[config.mk]
export PLATFORM = sky130hd
export DESIGN_NAME = mem_bus_ctrl_flat
export DESIGN_NICKNAME = d
export VERILOG_FILES = /design/src/rtl/mem_bus_ctrl_if.sv /design/src/rtl/mem_bus_ctrl.sv /design/src/flat_wrapper.sv
export SDC_FILE = /design/constraint.sdc
export NUM_CORES = 1
export LEC_CHECK = 0
export BUFFER_PORTS_ARGS = -buffer_cell sky130_fd_sc_hd__buf_2
export CORE_MARGIN = 2
export CORE_UTILIZATION = 36
export DETAILED_ROUTE_END_ITERATION = 16
export PLACE_DENSITY = 0.55
export SYNTH_ARGS = -nofsm -noshare
export SYNTH_HDL_FRONTEND = slang
export SYNTH_SLANG_ARGS = --single-unit
[constraint.sdc]
create_clock -name clk -period 8.8 [get_ports clk]
set_input_delay 1.76 -clock clk [delete_from_list [all_inputs] [get_ports clk]]
set_output_delay 1.76 -clock clk [all_outputs]
set_load 0.01 [all_outputs]
[src/rtl/mem_bus_ctrl_if.sv]
// Bus bundle for mem_bus_ctrl: CPU request/response, ROM/RAM/KB memory ports
// and the display write port. The slave modport is the controller side; the
// master modport is everything around it (CPU, memories, display sink).
interface mem_bus_ctrl_if #(
  parameter int ROM_AW  = 12,
  parameter int RAM_AW  = 6,
  parameter int KB_AW   = 6,
  parameter int DISP_AW = 15
);
  logic               req_valid;
  logic               req_ready;
  logic               req_we;
  logic [31:0]        req_addr;
  logic [31:0]        req_wdata;
  logic [2:0]         req_size;

  logic               resp_valid;
  logic [31:0]        resp_rdata;
  logic               resp_err;

  logic               rom_en;
  logic [ROM_AW-1:0]  rom_addr;
  logic [31:0]        rom_rdata;

  logic               ram_en;
  logic [3:0]         ram_we;
  logic [RAM_AW-1:0]  ram_addr;
  logic [31:0]        ram_wdata;
  logic [31:0]        ram_rdata;

  logic               kb_en;
  logic [KB_AW-1:0]   kb_addr;
  logic [31:0]        kb_rdata;

  logic               disp_valid;
  logic               disp_ready;
  logic [DISP_AW-1:0] disp_addr;
  logic [31:0]        disp_wdata;
  logic [3:0]         disp_be;

  modport master (
    output req_valid, req_we, req_addr, req_wdata, req_size,
    input  req_ready, resp_valid, resp_rdata, resp_err,
    input  rom_en, rom_addr, output rom_rdata,
    input  ram_en, ram_we, ram_addr, ram_wdata, output ram_rdata,
    input  kb_en, kb_addr, output kb_rdata,
    input  disp_valid, disp_addr, disp_wdata, disp_be, output disp_ready
  );

  modport slave (
    input  req_valid, req_we, req_addr, req_wdata, req_size,
    output req_ready, resp_valid, resp_rdata, resp_err,
    output rom_en, rom_addr, input rom_rdata,
    output ram_en, ram_we, ram_addr, ram_wdata, input ram_rdata,
    output kb_en, kb_addr, input kb_rdata,
    output disp_valid, disp_addr, disp_wdata, disp_be, input disp_ready
  );
endinterface

[src/rtl/mem_bus_ctrl.sv]
// Handshaked CPU memory controller: decodes one request at a time into
// ROM / RAM / keyboard / display regions, drives synchronous memories with a
// fixed read latency, formats sub-word loads and posts display writes through
// a small FIFO.
//
// state  | meaning
// -------+-----------------------------------------------------------
// IDLE   | ready for a request (when the display FIFO is not full)
// WAIT   | legal load issued, counting down the memory read latency
// RESP   | resp_valid high for one cycle, then back to IDLE
module mem_bus_ctrl #(
  parameter int ROM_AW     = 12,
  parameter int RAM_AW     = 6,
  parameter int KB_AW      = 6,
  parameter int DISP_AW    = 15,
  parameter int RD_LAT     = 1,
  parameter int WBUF_DEPTH = 4
) (
  input  logic         clk,
  input  logic         rst_n,
  mem_bus_ctrl_if.slave bus
);

  localparam logic [1:0] S_IDLE = 2'd0;
  localparam logic [1:0] S_WAIT = 2'd1;
  localparam logic [1:0] S_RESP = 2'd2;

  localparam int         PW     = $clog2(WBUF_DEPTH);
  localparam logic [1:0] LAT_M1 = 2'(RD_LAT - 1);

  logic [1:0]         r_state;
  logic [1:0]         r_cnt;
  logic [2:0]         r_size;
  logic [1:0]         r_lo;
  logic [1:0]         r_src;
  logic               r_err;
  logic [31:0]        r_rdata;

  logic [PW:0]        r_count;
  logic [PW-1:0]      r_wptr;
  logic [PW-1:0]      r_rptr;
  logic [DISP_AW-1:0] r_fa [WBUF_DEPTH];
  logic [31:0]        r_fd [WBUF_DEPTH];
  logic [3:0]         r_fb [WBUF_DEPTH];

  logic [3:0]  w_region;
  logic        w_is_rom, w_is_ram, w_is_kb, w_is_disp, w_unmapped;
  logic        w_misal, w_fault;
  logic        w_full, w_ready, w_accept, w_ok, w_load, w_store;
  logic        w_push, w_pop;
  logic [3:0]  w_be;
  logic [31:0] w_lane;
  logic [31:0] w_src_data;
  logic [31:0] w_fmt;
  logic [15:0] w_half;
  logic [7:0]  w_byte;

  assign w_region   = bus.req_addr[31:28];
  assign w_is_rom   = (w_region == 4'h0);
  assign w_is_ram   = (w_region == 4'h1);
  assign w_is_kb    = (w_region == 4'h2);
  assign w_is_disp  = (w_region == 4'h3);
  assign w_unmapped = (w_region[3:2] != 2'b00);

  // size[1] wins over size[0]; a byte access can never be misaligned
  assign w_misal = bus.req_size[1] ? (bus.req_addr[1:0] != 2'b00)
                                   : (bus.req_size[0] & bus.req_addr[0]);
  assign w_fault = w_misal | w_unmapped
                 | (bus.req_we & (w_is_rom | w_is_kb))
                 | (~bus.req_we & w_is_disp);

  assign w_full   = (r_count == (PW+1)'(WBUF_DEPTH));
  assign w_ready  = (r_state == S_IDLE) && !w_full;
  assign w_accept = bus.req_valid && w_ready;
  assign w_ok     = w_accept && !w_fault;
  assign w_load   = w_ok && !bus.req_we;
  assign w_store  = w_ok && bus.req_we;
  assign w_push   = w_store && w_is_disp;
  assign w_pop    = (r_count != '0) && bus.disp_ready;

  // byte-lane enables and lane-replicated store data, shared by RAM and display
  always_comb begin
    w_be   = 4'b1111;
    w_lane = bus.req_wdata;
    if (bus.req_size[1]) begin
      w_be   = 4'b1111;
      w_lane = bus.req_wdata;
    end else if (bus.req_size[0]) begin
      w_be   = bus.req_addr[1] ? 4'b1100 : 4'b0011;
      w_lane = {2{bus.req_wdata[15:0]}};
    end else begin
      w_be   = 4'b0001 << bus.req_addr[1:0];
      w_lane = {4{bus.req_wdata[7:0]}};
    end
  end

  // pick the lane of the returning memory word and extend it
  always_comb begin
    case (r_src)
      2'd0:    w_src_data = bus.rom_rdata;
      2'd1:    w_src_data = bus.ram_rdata;
      default: w_src_data = bus.kb_rdata;
    endcase
    w_half = r_lo[1] ? w_src_data[31:16] : w_src_data[15:0];
    case (r_lo)
      2'd0:    w_byte = w_src_data[7:0];
      2'd1:    w_byte = w_src_data[15:8];
      2'd2:    w_byte = w_src_data[23:16];
      default: w_byte = w_src_data[31:24];
    endcase
    if (r_size[1])
      w_fmt = w_src_data;
    else if (r_size[0])
      w_fmt = {{16{w_half[15] & ~r_size[2]}}, w_half};
    else
      w_fmt = {{24{w_byte[7] & ~r_size[2]}}, w_byte};
  end

  assign bus.req_ready  = w_ready;
  assign bus.resp_valid = (r_state == S_RESP);
  assign bus.resp_err   = (r_state == S_RESP) && r_err;
  assign bus.resp_rdata = (r_state == S_RESP) ? r_rdata : 32'h0;

  assign bus.rom_en    = w_load && w_is_rom;
  assign bus.rom_addr  = bus.req_addr[ROM_AW+1:2];
  assign bus.ram_en    = w_ok && w_is_ram;
  assign bus.ram_we    = (w_store && w_is_ram) ? w_be : 4'b0000;
  assign bus.ram_addr  = bus.req_addr[RAM_AW+1:2];
  assign bus.ram_wdata = w_lane;
  assign bus.kb_en     = w_load && w_is_kb;
  assign bus.kb_addr   = bus.req_addr[KB_AW+1:2];

  assign bus.disp_valid = (r_count != '0);
  assign bus.disp_addr  = r_fa[r_rptr];
  assign bus.disp_wdata = r_fd[r_rptr];
  assign bus.disp_be    = r_fb[r_rptr];

  // request sequencing: capture the request on accept, wait out the latency, respond
  always_ff @(posedge clk or negedge rst_n) begin
    if (!rst_n) begin
      r_state <= S_IDLE;
      r_cnt   <= 2'd0;
      r_size  <= 3'd0;
      r_lo    <= 2'd0;
      r_src   <= 2'd0;
      r_err   <= 1'b0;
      r_rdata <= 32'h0;
    end else begin
      case (r_state)
        S_IDLE: begin
          if (w_accept) begin
            r_size  <= bus.req_size;
            r_lo    <= bus.req_addr[1:0];
            r_src   <= w_region[1:0];
            r_err   <= w_fault;
            r_rdata <= 32'h0;
            r_cnt   <= LAT_M1;
            r_state <= w_load ? S_WAIT : S_RESP;
          end
        end
        S_WAIT: begin
          if (r_cnt == 2'd0) begin
            r_rdata <= w_fmt;
            r_state <= S_RESP;
          end else begin
            r_cnt <= r_cnt - 2'd1;
          end
        end
        S_RESP:  r_state <= S_IDLE;
        default: r_state <= S_IDLE;
      endcase
    end
  end

  // display FIFO pointers and occupancy; pointers wrap naturally (power-of-2 depth)
  always_ff @(posedge clk or negedge rst_n) begin
    if (!rst_n) begin
      r_count <= '0;
      r_wptr  <= '0;
      r_rptr  <= '0;
    end else begin
      if (w_push) r_wptr <= r_wptr + 1'b1;
      if (w_pop)  r_rptr <= r_rptr + 1'b1;
      case ({w_push, w_pop})
        2'b10:   r_count <= r_count + 1'b1;
        2'b01:   r_count <= r_count - 1'b1;
        default: r_count <= r_count;
      endcase
    end
  end

  // display FIFO storage; contents are only meaningful below the occupancy
  always_ff @(posedge clk) begin
    if (w_push) begin
      r_fa[r_wptr] <= bus.req_addr[DISP_AW+1:2];
      r_fd[r_wptr] <= w_lane;
      r_fb[r_wptr] <= w_be;
    end
  end

endmodule

[src/flat_wrapper.sv]
// flat-port wrapper written by rule: the top's interface ports become plain ports
module mem_bus_ctrl_flat 
#(
  parameter int ROM_AW     = 12,
  parameter int RAM_AW     = 6,
  parameter int KB_AW      = 6,
  parameter int DISP_AW    = 15,
  parameter int RD_LAT     = 1,
  parameter int WBUF_DEPTH = 4
)
  (clk, rst_n, bus_req_valid, bus_req_we, bus_req_addr, bus_req_wdata, bus_req_size, bus_req_ready, bus_resp_valid, bus_resp_rdata, bus_resp_err, bus_rom_en, bus_rom_addr, bus_rom_rdata, bus_ram_en, bus_ram_we, bus_ram_addr, bus_ram_wdata, bus_ram_rdata, bus_kb_en, bus_kb_addr, bus_kb_rdata, bus_disp_valid, bus_disp_addr, bus_disp_wdata, bus_disp_be, bus_disp_ready);
  mem_bus_ctrl_if #(.ROM_AW(ROM_AW), .RAM_AW(RAM_AW), .KB_AW(KB_AW), .DISP_AW(DISP_AW)) bus_i ();
  input  logic clk;
  input  logic rst_n;
  input wire logic [$bits(bus_i.req_valid)-1:0] bus_req_valid;
  input wire logic [$bits(bus_i.req_we)-1:0] bus_req_we;
  input wire logic [$bits(bus_i.req_addr)-1:0] bus_req_addr;
  input wire logic [$bits(bus_i.req_wdata)-1:0] bus_req_wdata;
  input wire logic [$bits(bus_i.req_size)-1:0] bus_req_size;
  output wire logic [$bits(bus_i.req_ready)-1:0] bus_req_ready;
  output wire logic [$bits(bus_i.resp_valid)-1:0] bus_resp_valid;
  output wire logic [$bits(bus_i.resp_rdata)-1:0] bus_resp_rdata;
  output wire logic [$bits(bus_i.resp_err)-1:0] bus_resp_err;
  output wire logic [$bits(bus_i.rom_en)-1:0] bus_rom_en;
  output wire logic [$bits(bus_i.rom_addr)-1:0] bus_rom_addr;
  input wire logic [$bits(bus_i.rom_rdata)-1:0] bus_rom_rdata;
  output wire logic [$bits(bus_i.ram_en)-1:0] bus_ram_en;
  output wire logic [$bits(bus_i.ram_we)-1:0] bus_ram_we;
  output wire logic [$bits(bus_i.ram_addr)-1:0] bus_ram_addr;
  output wire logic [$bits(bus_i.ram_wdata)-1:0] bus_ram_wdata;
  input wire logic [$bits(bus_i.ram_rdata)-1:0] bus_ram_rdata;
  output wire logic [$bits(bus_i.kb_en)-1:0] bus_kb_en;
  output wire logic [$bits(bus_i.kb_addr)-1:0] bus_kb_addr;
  input wire logic [$bits(bus_i.kb_rdata)-1:0] bus_kb_rdata;
  output wire logic [$bits(bus_i.disp_valid)-1:0] bus_disp_valid;
  output wire logic [$bits(bus_i.disp_addr)-1:0] bus_disp_addr;
  output wire logic [$bits(bus_i.disp_wdata)-1:0] bus_disp_wdata;
  output wire logic [$bits(bus_i.disp_be)-1:0] bus_disp_be;
  input wire logic [$bits(bus_i.disp_ready)-1:0] bus_disp_ready;
  assign bus_i.req_valid = bus_req_valid;
  assign bus_i.req_we = bus_req_we;
  assign bus_i.req_addr = bus_req_addr;
  assign bus_i.req_wdata = bus_req_wdata;
  assign bus_i.req_size = bus_req_size;
  assign bus_req_ready = bus_i.req_ready;
  assign bus_resp_valid = bus_i.resp_valid;
  assign bus_resp_rdata = bus_i.resp_rdata;
  assign bus_resp_err = bus_i.resp_err;
  assign bus_rom_en = bus_i.rom_en;
  assign bus_rom_addr = bus_i.rom_addr;
  assign bus_i.rom_rdata = bus_rom_rdata;
  assign bus_ram_en = bus_i.ram_en;
  assign bus_ram_we = bus_i.ram_we;
  assign bus_ram_addr = bus_i.ram_addr;
  assign bus_ram_wdata = bus_i.ram_wdata;
  assign bus_i.ram_rdata = bus_ram_rdata;
  assign bus_kb_en = bus_i.kb_en;
  assign bus_kb_addr = bus_i.kb_addr;
  assign bus_i.kb_rdata = bus_kb_rdata;
  assign bus_disp_valid = bus_i.disp_valid;
  assign bus_disp_addr = bus_i.disp_addr;
  assign bus_disp_wdata = bus_i.disp_wdata;
  assign bus_disp_be = bus_i.disp_be;
  assign bus_i.disp_ready = bus_disp_ready;
  mem_bus_ctrl #(.ROM_AW(ROM_AW), .RAM_AW(RAM_AW), .KB_AW(KB_AW), .DISP_AW(DISP_AW), .RD_LAT(RD_LAT), .WBUF_DEPTH(WBUF_DEPTH)) u_core (.clk(clk), .rst_n(rst_n), .bus(bus_i));
endmodule
Yosys cells after proc, flatten, opt, wreduce, memory -nomap -nowiden
Memory sizes are Yosys's and may differ from the RTL's.
Index checks and enable logic that the tools add are counted.
W data, S select, Z words.
{"block": "word_totals", "regBits": 51, "ramBits": 204, "inputBits": 168, "output_inout_bits": 150, "wordCells": 99, "n_memories": 3}
{"block": "op_classes", "add_sub_neg": 5, "eq_ne": 14, "n_shift": 1, "mux": 26, "bitwise": 11, "n_reduce_logical": 29}
{"memory": "u_core.r_fd", "depth": 4, "width": 32, "rd": 1, "rd_ports_with_merged_regs": 0, "wr": 1, "line_no": "mem_bus_ctrl.sv:43", "rtl": "logic [31:0] r_fd [WBUF_DEPTH];"}
{"memory": "u_core.r_fa", "depth": 4, "width": 15, "rd": 1, "rd_ports_with_merged_regs": 0, "wr": 1, "line_no": "mem_bus_ctrl.sv:42", "rtl": "logic [DISP_AW-1:0] r_fa [WBUF_DEPTH];"}
{"memory": "u_core.r_fb", "depth": 4, "width": 4, "rd": 1, "rd_ports_with_merged_regs": 0, "wr": 1, "line_no": "mem_bus_ctrl.sv:44", "rtl": "logic [3:0] r_fb [WBUF_DEPTH];"}
{"operator": "$mux W32", "count": 7}
{"operator": "$pmux W32 S2", "count": 2}
{"operator": "$pmux W8 S3", "count": 1}
{"operator": "$mux W16", "count": 1}
{"operator": "$mux W4", "count": 4}
{"operator": "$logic_and A1 B1 Y1", "count": 12}
{"operator": "$mux W2", "count": 5}
{"operator": "$eq A2 B1 Y1 const B", "count": 4}
{"operator": "$eq A4 B2 Y1 const B", "count": 2}
{"operator": "$logic_not A2 Y1", "count": 4}
{"operator": "$pmux W2 S2", "count": 2}
{"operator": "$reduce_bool A2 Y1", "count": 4}
{"operator": "$eq A2 B2 Y1 const B", "count": 3}
{"operator": "$pmux W3 S2", "count": 1}
{"operator": "$reduce_and A3 Y1", "count": 2}
{"operator": "$and A1 B1 Y1", "count": 5}
{"operator": "$add A2 B1 Y2 const B", "count": 2}
{"operator": "$eq A4 B1 Y1 const B", "count": 1}
{"operator": "$logic_not A4 Y1", "count": 1}
{"operator": "$ne A2 B1 Y1 const B", "count": 2}
{"operator": "$or A1 B1 Y1", "count": 4}
{"operator": "$reduce_and A2 Y1", "count": 2}
{"operator": "$shl A1 B2 Y4 const A", "count": 1}
{"operator": "$add A3 B1 Y3 const B", "count": 1}
{"operator": "other kinds (8)", "count": 13}

Logic depth before layout (Yosys ltp)
{"block": "depth", "word_depth": 11, "mapped_depth": 12, "depth_no_buf": 11}

Least setup slack after synthesis
Ideal clock, no wire load.
{"block": "synth_path", "path_type": "input to output", "start": "input bus_req_valid", "end": "output bus_rom_en", "arrival_ps": 2926, "required_ps": 7040, "slack_ps": 4114, "cell_stages": 4, "path_buffers": 0, "cell_sequence": "or4b_1 nor2_1 nand3b_1 nor4_1"}
{"block": "synth_via", "elab_chain_len": 4}
{"item": "start: declaration", "line_no": "flat_wrapper.sv:15", "rtl": "input wire logic [$bits(bus_i.req_valid)-1:0] bus_req_valid;"}
{"item": "$logic_and A1 B1 Y1", "line_no": "mem_bus_ctrl.sv:74", "rtl": "assign w_accept = bus.req_valid && w_ready;"}
{"item": "$logic_and A1 B1 Y1", "line_no": "mem_bus_ctrl.sv:75", "rtl": "assign w_ok = w_accept && !w_fault;"}
{"item": "$logic_and A1 B1 Y1", "line_no": "mem_bus_ctrl.sv:76", "rtl": "assign w_load = w_ok && !bus.req_we;"}
{"item": "$logic_and A1 B1 Y1", "line_no": "mem_bus_ctrl.sv:124", "rtl": "assign bus.rom_en = w_load && w_is_rom;"}
{"item": "end: declaration", "line_no": "flat_wrapper.sv:24", "rtl": "output wire logic [$bits(bus_i.rom_en)-1:0] bus_rom_en;"}
Every way passes these cells.

Worst setup path after layout
{"block": "layout_path", "start": "input bus_req_size[1]", "end": "output bus_ram_we[1]"}
{"block": "layout_via", "elab_chain_len": 9, "word_cells_on_any_way": 10, "cone_classes": "mux: 3; bitwise: 3; reduce/logical: 4"}
{"item": "start: declaration", "line_no": "flat_wrapper.sv:19", "rtl": "input wire logic [$bits(bus_i.req_size)-1:0] bus_req_size;"}
{"item": "$mux W1", "line_no": "mem_bus_ctrl.sv:66", "rtl": "assign w_misal = bus.req_size[1] ? (bus.req_addr[1:0] != 2'b00)"}
{"item": "$or A1 B1 Y1", "line_no": "mem_bus_ctrl.sv:68", "rtl": "assign w_fault = w_misal | w_unmapped"}
{"item": "$or A1 B1 Y1", "line_no": "mem_bus_ctrl.sv:69", "rtl": "| (bus.req_we & (w_is_rom | w_is_kb))"}
{"item": "$or A1 B1 Y1", "line_no": "mem_bus_ctrl.sv:70", "rtl": "| (~bus.req_we & w_is_disp);"}
{"item": "$logic_not A1 Y1", "line_no": "mem_bus_ctrl.sv:75"}
{"item": "$logic_and A1 B1 Y1", "line_no": "mem_bus_ctrl.sv:75"}
{"item": "$logic_and A1 B1 Y1", "line_no": "mem_bus_ctrl.sv:77", "rtl": "assign w_store = w_ok && bus.req_we;"}
{"item": "$logic_and A1 B1 Y1", "line_no": "mem_bus_ctrl.sv:127", "rtl": "assign bus.ram_we = (w_store && w_is_ram) ? w_be : 4'b0000;"}
{"item": "$mux W4 (*)", "line_no": "mem_bus_ctrl.sv:127"}
{"item": "end: declaration", "line_no": "flat_wrapper.sv:28", "rtl": "output wire logic [$bits(bus_i.ram_we)-1:0] bus_ram_we;"}
Mark *: on every way between the ends. The rest lies on a longest branch, timed or not.

==> run summary <==
For this run, the number of Yosys warnings is 0. The later pin in the worst-skew pair is clocked with a latency of 540 ps. In the synthesized netlist the dominant register cell turns out to be sky130_fd_sc_hd__edfxtp_1. At the worst endpoint, the arrival time is 3520 ps. The detailed router placed 7577 vias in this run.

The run gives 11700 um2 as the netlist area before placement. TritonCTS built the clock tree. The final cell area excluding filler cells was 14300 um2.

The clock net in this run drives a total of 255 sinks. For this run, the top clock speed supported by timing is 0.189 GHz. The final weighted congestion of routability-driven global placement is 0.837, and the number of synthesized flops with an enable pin is 204. For the pin with the worst max-slew slack, the measured transition is 1100 ps. The tools report the effective utilization at floorplan as 0.368.

During placement, the flow inserted port buffers numbering 306. Compared with the post-synthesis result, the final layout area differs by 22.6%. The total congestion overflow after global routing is 0.

The leakage power was 5.70 nW; the die height was 184 um. Between clock sinks in the finished design, the worst skew comes to 9.17 ps. For the worst hold margin, the log shows 477 ps. The number of fill cells in the layout came out at 2896. Detailed placement ended at an HPWL of 19600 um.

The worst-case IR drop observed on VDD is 0.000175 V. The synthesized netlist cell count is 764, and the area after detailed placement is 13400 um2. Fraction of final layout cells sized beyond drive strength 1: 0.440. The tools report the largest net degree at the start of global routing as 52. The global-route layer with the greatest usage is met2. The detailed-route vias per instance was 5.19; the detailed-route DRC error count was 0. Setup repair after global routing left no endpoint under its margin. The tools report the post-CTS setup buffer count as 0. In this run the worst hold path is classified as flip-flop to flip-flop. The run gives 0.171 as the global routing usage summed across all routing layers.

The total wire length was 29700 um. The period utilization was 0.600; the power density normalized to cell area was 269 nW/um2. Worst setup slack after placement: 3520 ps.

The clock period minus final worst setup slack was 5280 ps; the number of H-tree branching levels was 1. The area of the core is 31700 um2. The first detailed-routing pass took 7 iterations. The iteration-0 DRC count of the detailed router is 468, and the proportion of register bits with asynchronous set or reset after synthesis is 0.200. The final setup TNS came out at 0 ps. The run gives 2 as the number of antenna violations at the first check in global routing.

The tools report the row count as 65. At the end of the flow, the number of nets in the layout was 1209. The full die area was 33900 um2. In this run the clock root is driven by a sky130_fd_sc_hd__clkbuf_16. The synthesized area per cell was 15.3 um2.

The count of pins over their slew limit came out at 0. STA classifies the critical path startpoint as an input pin. The logs give 0.224 for the met1 routing resource usage after global routing and 0 for the count of endpoints failing hold in the final timing report. The average wire per cell in the routed design is 20.3 um, and the number of max-capacitance violations reported is 0. The logs give 0.634 for the sequential area share after synthesis and 0 for the post-cts sizing count. 318 I/O pins were placed. For the global routing met3 resource utilization, the log shows 0.0307. The synthesized netlist contains 54 unique library cells. Post-synthesis register bit count: 255. The longest clock path from root to sink contains 3 buffers. In this run, post-CTS hold repair placed 0 buffers. STA classifies the critical path endpoint as an output pin. The first-pass GRT wire length is 43900 um. The flow ran to the end, and the final reports show no timing, DRC or antenna violations. Overall power of the completed layout: 3.84 mW. The logs give 0.268 for the relative slew slack and 0 for the final count of negative-setup-slack endpoints. The horizontal extent of the die is 184 um, and the count of antenna-violating nets left after detailed routing is 0. The maximum fanout count along the critical path is 31, and the final setup slack of the worst path is 3520 ps.

The run gives 0.289 as the global routing usage on met2. The logs give 7040 ps for the required time at the worst-slack endpoint and 27 for the total clock buffers created by CTS. Clock edge transition at the registers on the reported setup and hold paths: 60 ps. The type of the setup path with the least slack was input pin to output pin. The logs give 7575 for the number of global-route vias before repair and 939 for the net count after synthesis.
worst max-delay path, stage by stage:
cell                       delay (ps)
sky130_fd_sc_hd__buf_2            300
sky130_fd_sc_hd__a21oi_1          210
sky130_fd_sc_hd__o21ai_0          130
sky130_fd_sc_hd__nor2_1           280
sky130_fd_sc_hd__nand4b_1         420
sky130_fd_sc_hd__nor2b_1          260
sky130_fd_sc_hd__buf_2            160
cells in the mapped netlist (9+ instances only):
cell / n / area [um2]
sky130_fd_sc_hd__nor2_1: 28 / 105
sky130_fd_sc_hd__buf_4: 32 / 240
sky130_fd_sc_hd__mux4_2: 53 / 1190
sky130_fd_sc_hd__a211oi_1: 10 / 75.1
sky130_fd_sc_hd__edfxtp_1: 204 / 6130
sky130_fd_sc_hd__o21ai_0: 32 / 160
sky130_fd_sc_hd__buf_1: 9 / 33.8
sky130_fd_sc_hd__clkbuf_1: 33 / 124
sky130_fd_sc_hd__nand2b_1: 10 / 62.6
sky130_fd_sc_hd__a311o_1: 18 / 180
sky130_fd_sc_hd__nor2b_1: 15 / 93.8
sky130_fd_sc_hd__dfrtp_1: 51 / 1280
sky130_fd_sc_hd__nand2_1: 47 / 176
sky130_fd_sc_hd__mux2i_1: 29 / 290
sky130_fd_sc_hd__nand3_1: 13 / 65.1
sky130_fd_sc_hd__a21oi_1: 12 / 60.1
sky130_fd_sc_hd__inv_1: 12 / 45.0
sky130_fd_sc_hd__mux2_2: 39 / 439
sky130_fd_sc_hd__and2_1: 39 / 244
state kept, by name, summed over array words and instances, names as in the netlist:
name            count
u_core.r_rptr       2
u_core.r_err        1
u_core.r_rdata     32
u_core.r_count      3
u_core.r_cnt        2
u_core.r_state      2
u_core.r_wptr       2
u_core.r_fa        60
u_core.r_fb        16
u_core.r_fd       128
u_core.r_size       3
u_core.r_src        2
u_core.r_lo         2
final cells by class:
type | instances | area (um2) | share of cell area
Antenna cell | 2 | 5.00 | 0.000350
Clock buffer | 29 | 683 | 0.0478
Clock inverter | 21 | 238 | 0.0166
Inverter | 13 | 48.8 | 0.00341
Multi-Input combinational cell | 419 | 3800 | 0.266
Sequential cell | 255 | 7410 | 0.518
Tap cell | 402 | 503 | 0.0352
Timing Repair Buffer | 318 | 1620 | 0.113
logic make-up (layout without fill, tap and decap cells):
family / after synthesis / count (layout) / synth area share
AO/OA/AOI/OAI: 103 / 103 / 0.0627
other: 0 / 2 / 0
adder cells (fa/ha/maj): 7 / 7 / 0.00815
flip-flops: 255 / 255 / 0.634
buffers and inverters: 90 / 381 / 0.0406
multiplexers: 126 / 126 / 0.171
XOR/XNOR: 6 / 6 / 0.00450
AND/OR/NAND/NOR: 177 / 177 / 0.0791
routing by layer:
metal	routed length, um	vias to the layer above	part of all wire
li1	-	3465	-
met1	12600	3790	0.42
met2	14400	277	0.49
met3	1800	45	0.061
met4	843	0	0.028
met5	0	-	0
per-stage QoR:
stage | instances | util
2_1_floorplan | 764 | -
3_3_place_gp | 1407 | 0.422
3_5_place_dp | 1407 | 0.422
4_1_cts | 1457 | 0.451
5_1_grt | 1458 | 0.451
6_report | 1459 | 0.451
final timing paths:
kind                                               start                             end  slack [ps]  cells after the start
hold / removal             u_core.r_count[2]$_DFFE_PN0P_   u_core.r_count[2]$_DFFE_PN0P_         480                      1
hold reg to reg            u_core.r_count[2]$_DFFE_PN0P_   u_core.r_count[2]$_DFFE_PN0P_         480                      1
setup reg to reg             u_core.r_src[1]$_DFFE_PN0P_  u_core.r_rdata[20]$_DFFE_PN0P_        5740                      6
setup / recovery                         bus_req_size[1]                   bus_ram_we[1]        3520                      7
min in group asynchronous                          rst_n    u_core.r_wptr[0]$_DFFE_PN0P_        1350                      2
max in group asynchronous                          rst_n    u_core.r_rptr[0]$_DFFE_PN0P_        6940                      2
power by group:
group	internal [mW]	total (mW)	switching, mW
logic	0.545	1.22	0.674
clock network	0.708	1.18	0.470
registers	1.36	1.45	0.0830
cell usage in the layout, fill, tap and decap left out, types with 3 or more instances in the layout:
| master | instances |
|---|---|
| sky130_fd_sc_hd__a21oi_1 | 12 |
| sky130_fd_sc_hd__bufinv_16 | 5 |
| sky130_fd_sc_hd__o2111ai_1 | 6 |
| sky130_fd_sc_hd__nand3_1 | 13 |
| sky130_fd_sc_hd__inv_1 | 12 |
| sky130_fd_sc_hd__o21ai_0 | 32 |
| sky130_fd_sc_hd__edfxtp_1 | 204 |
| sky130_fd_sc_hd__clkinv_2 | 5 |
| sky130_fd_sc_hd__xnor2_1 | 3 |
| sky130_fd_sc_hd__a221oi_1 | 3 |
| sky130_fd_sc_hd__clkinvlp_4 | 3 |
| sky130_fd_sc_hd__nor2_1 | 28 |
| sky130_fd_sc_hd__mux2_2 | 39 |
| sky130_fd_sc_hd__mux4_2 | 53 |
| sky130_fd_sc_hd__o22ai_1 | 5 |
| sky130_fd_sc_hd__a311o_1 | 18 |
| sky130_fd_sc_hd__nand2b_1 | 10 |
| sky130_fd_sc_hd__dfrtp_1 | 49 |
| sky130_fd_sc_hd__ha_1 | 6 |
| sky130_fd_sc_hd__and2_2 | 4 |
| sky130_fd_sc_hd__buf_4 | 12 |
| sky130_fd_sc_hd__and2_1 | 35 |
| sky130_fd_sc_hd__nand3b_1 | 4 |
| sky130_fd_sc_hd__mux2_4 | 3 |
| sky130_fd_sc_hd__clkinv_1 | 6 |
| sky130_fd_sc_hd__clkbuf_16 | 27 |
| sky130_fd_sc_hd__nor2b_1 | 15 |
| sky130_fd_sc_hd__buf_2 | 306 |
| sky130_fd_sc_hd__xor2_1 | 3 |
| sky130_fd_sc_hd__nor3_1 | 4 |
| sky130_fd_sc_hd__nor4_1 | 6 |
| sky130_fd_sc_hd__a211oi_1 | 10 |
| sky130_fd_sc_hd__nand2_1 | 47 |
| sky130_fd_sc_hd__mux2i_1 | 29 |
| sky130_fd_sc_hd__o211ai_1 | 3 |
Note: power is estimated with default switching activity, not from simulation.
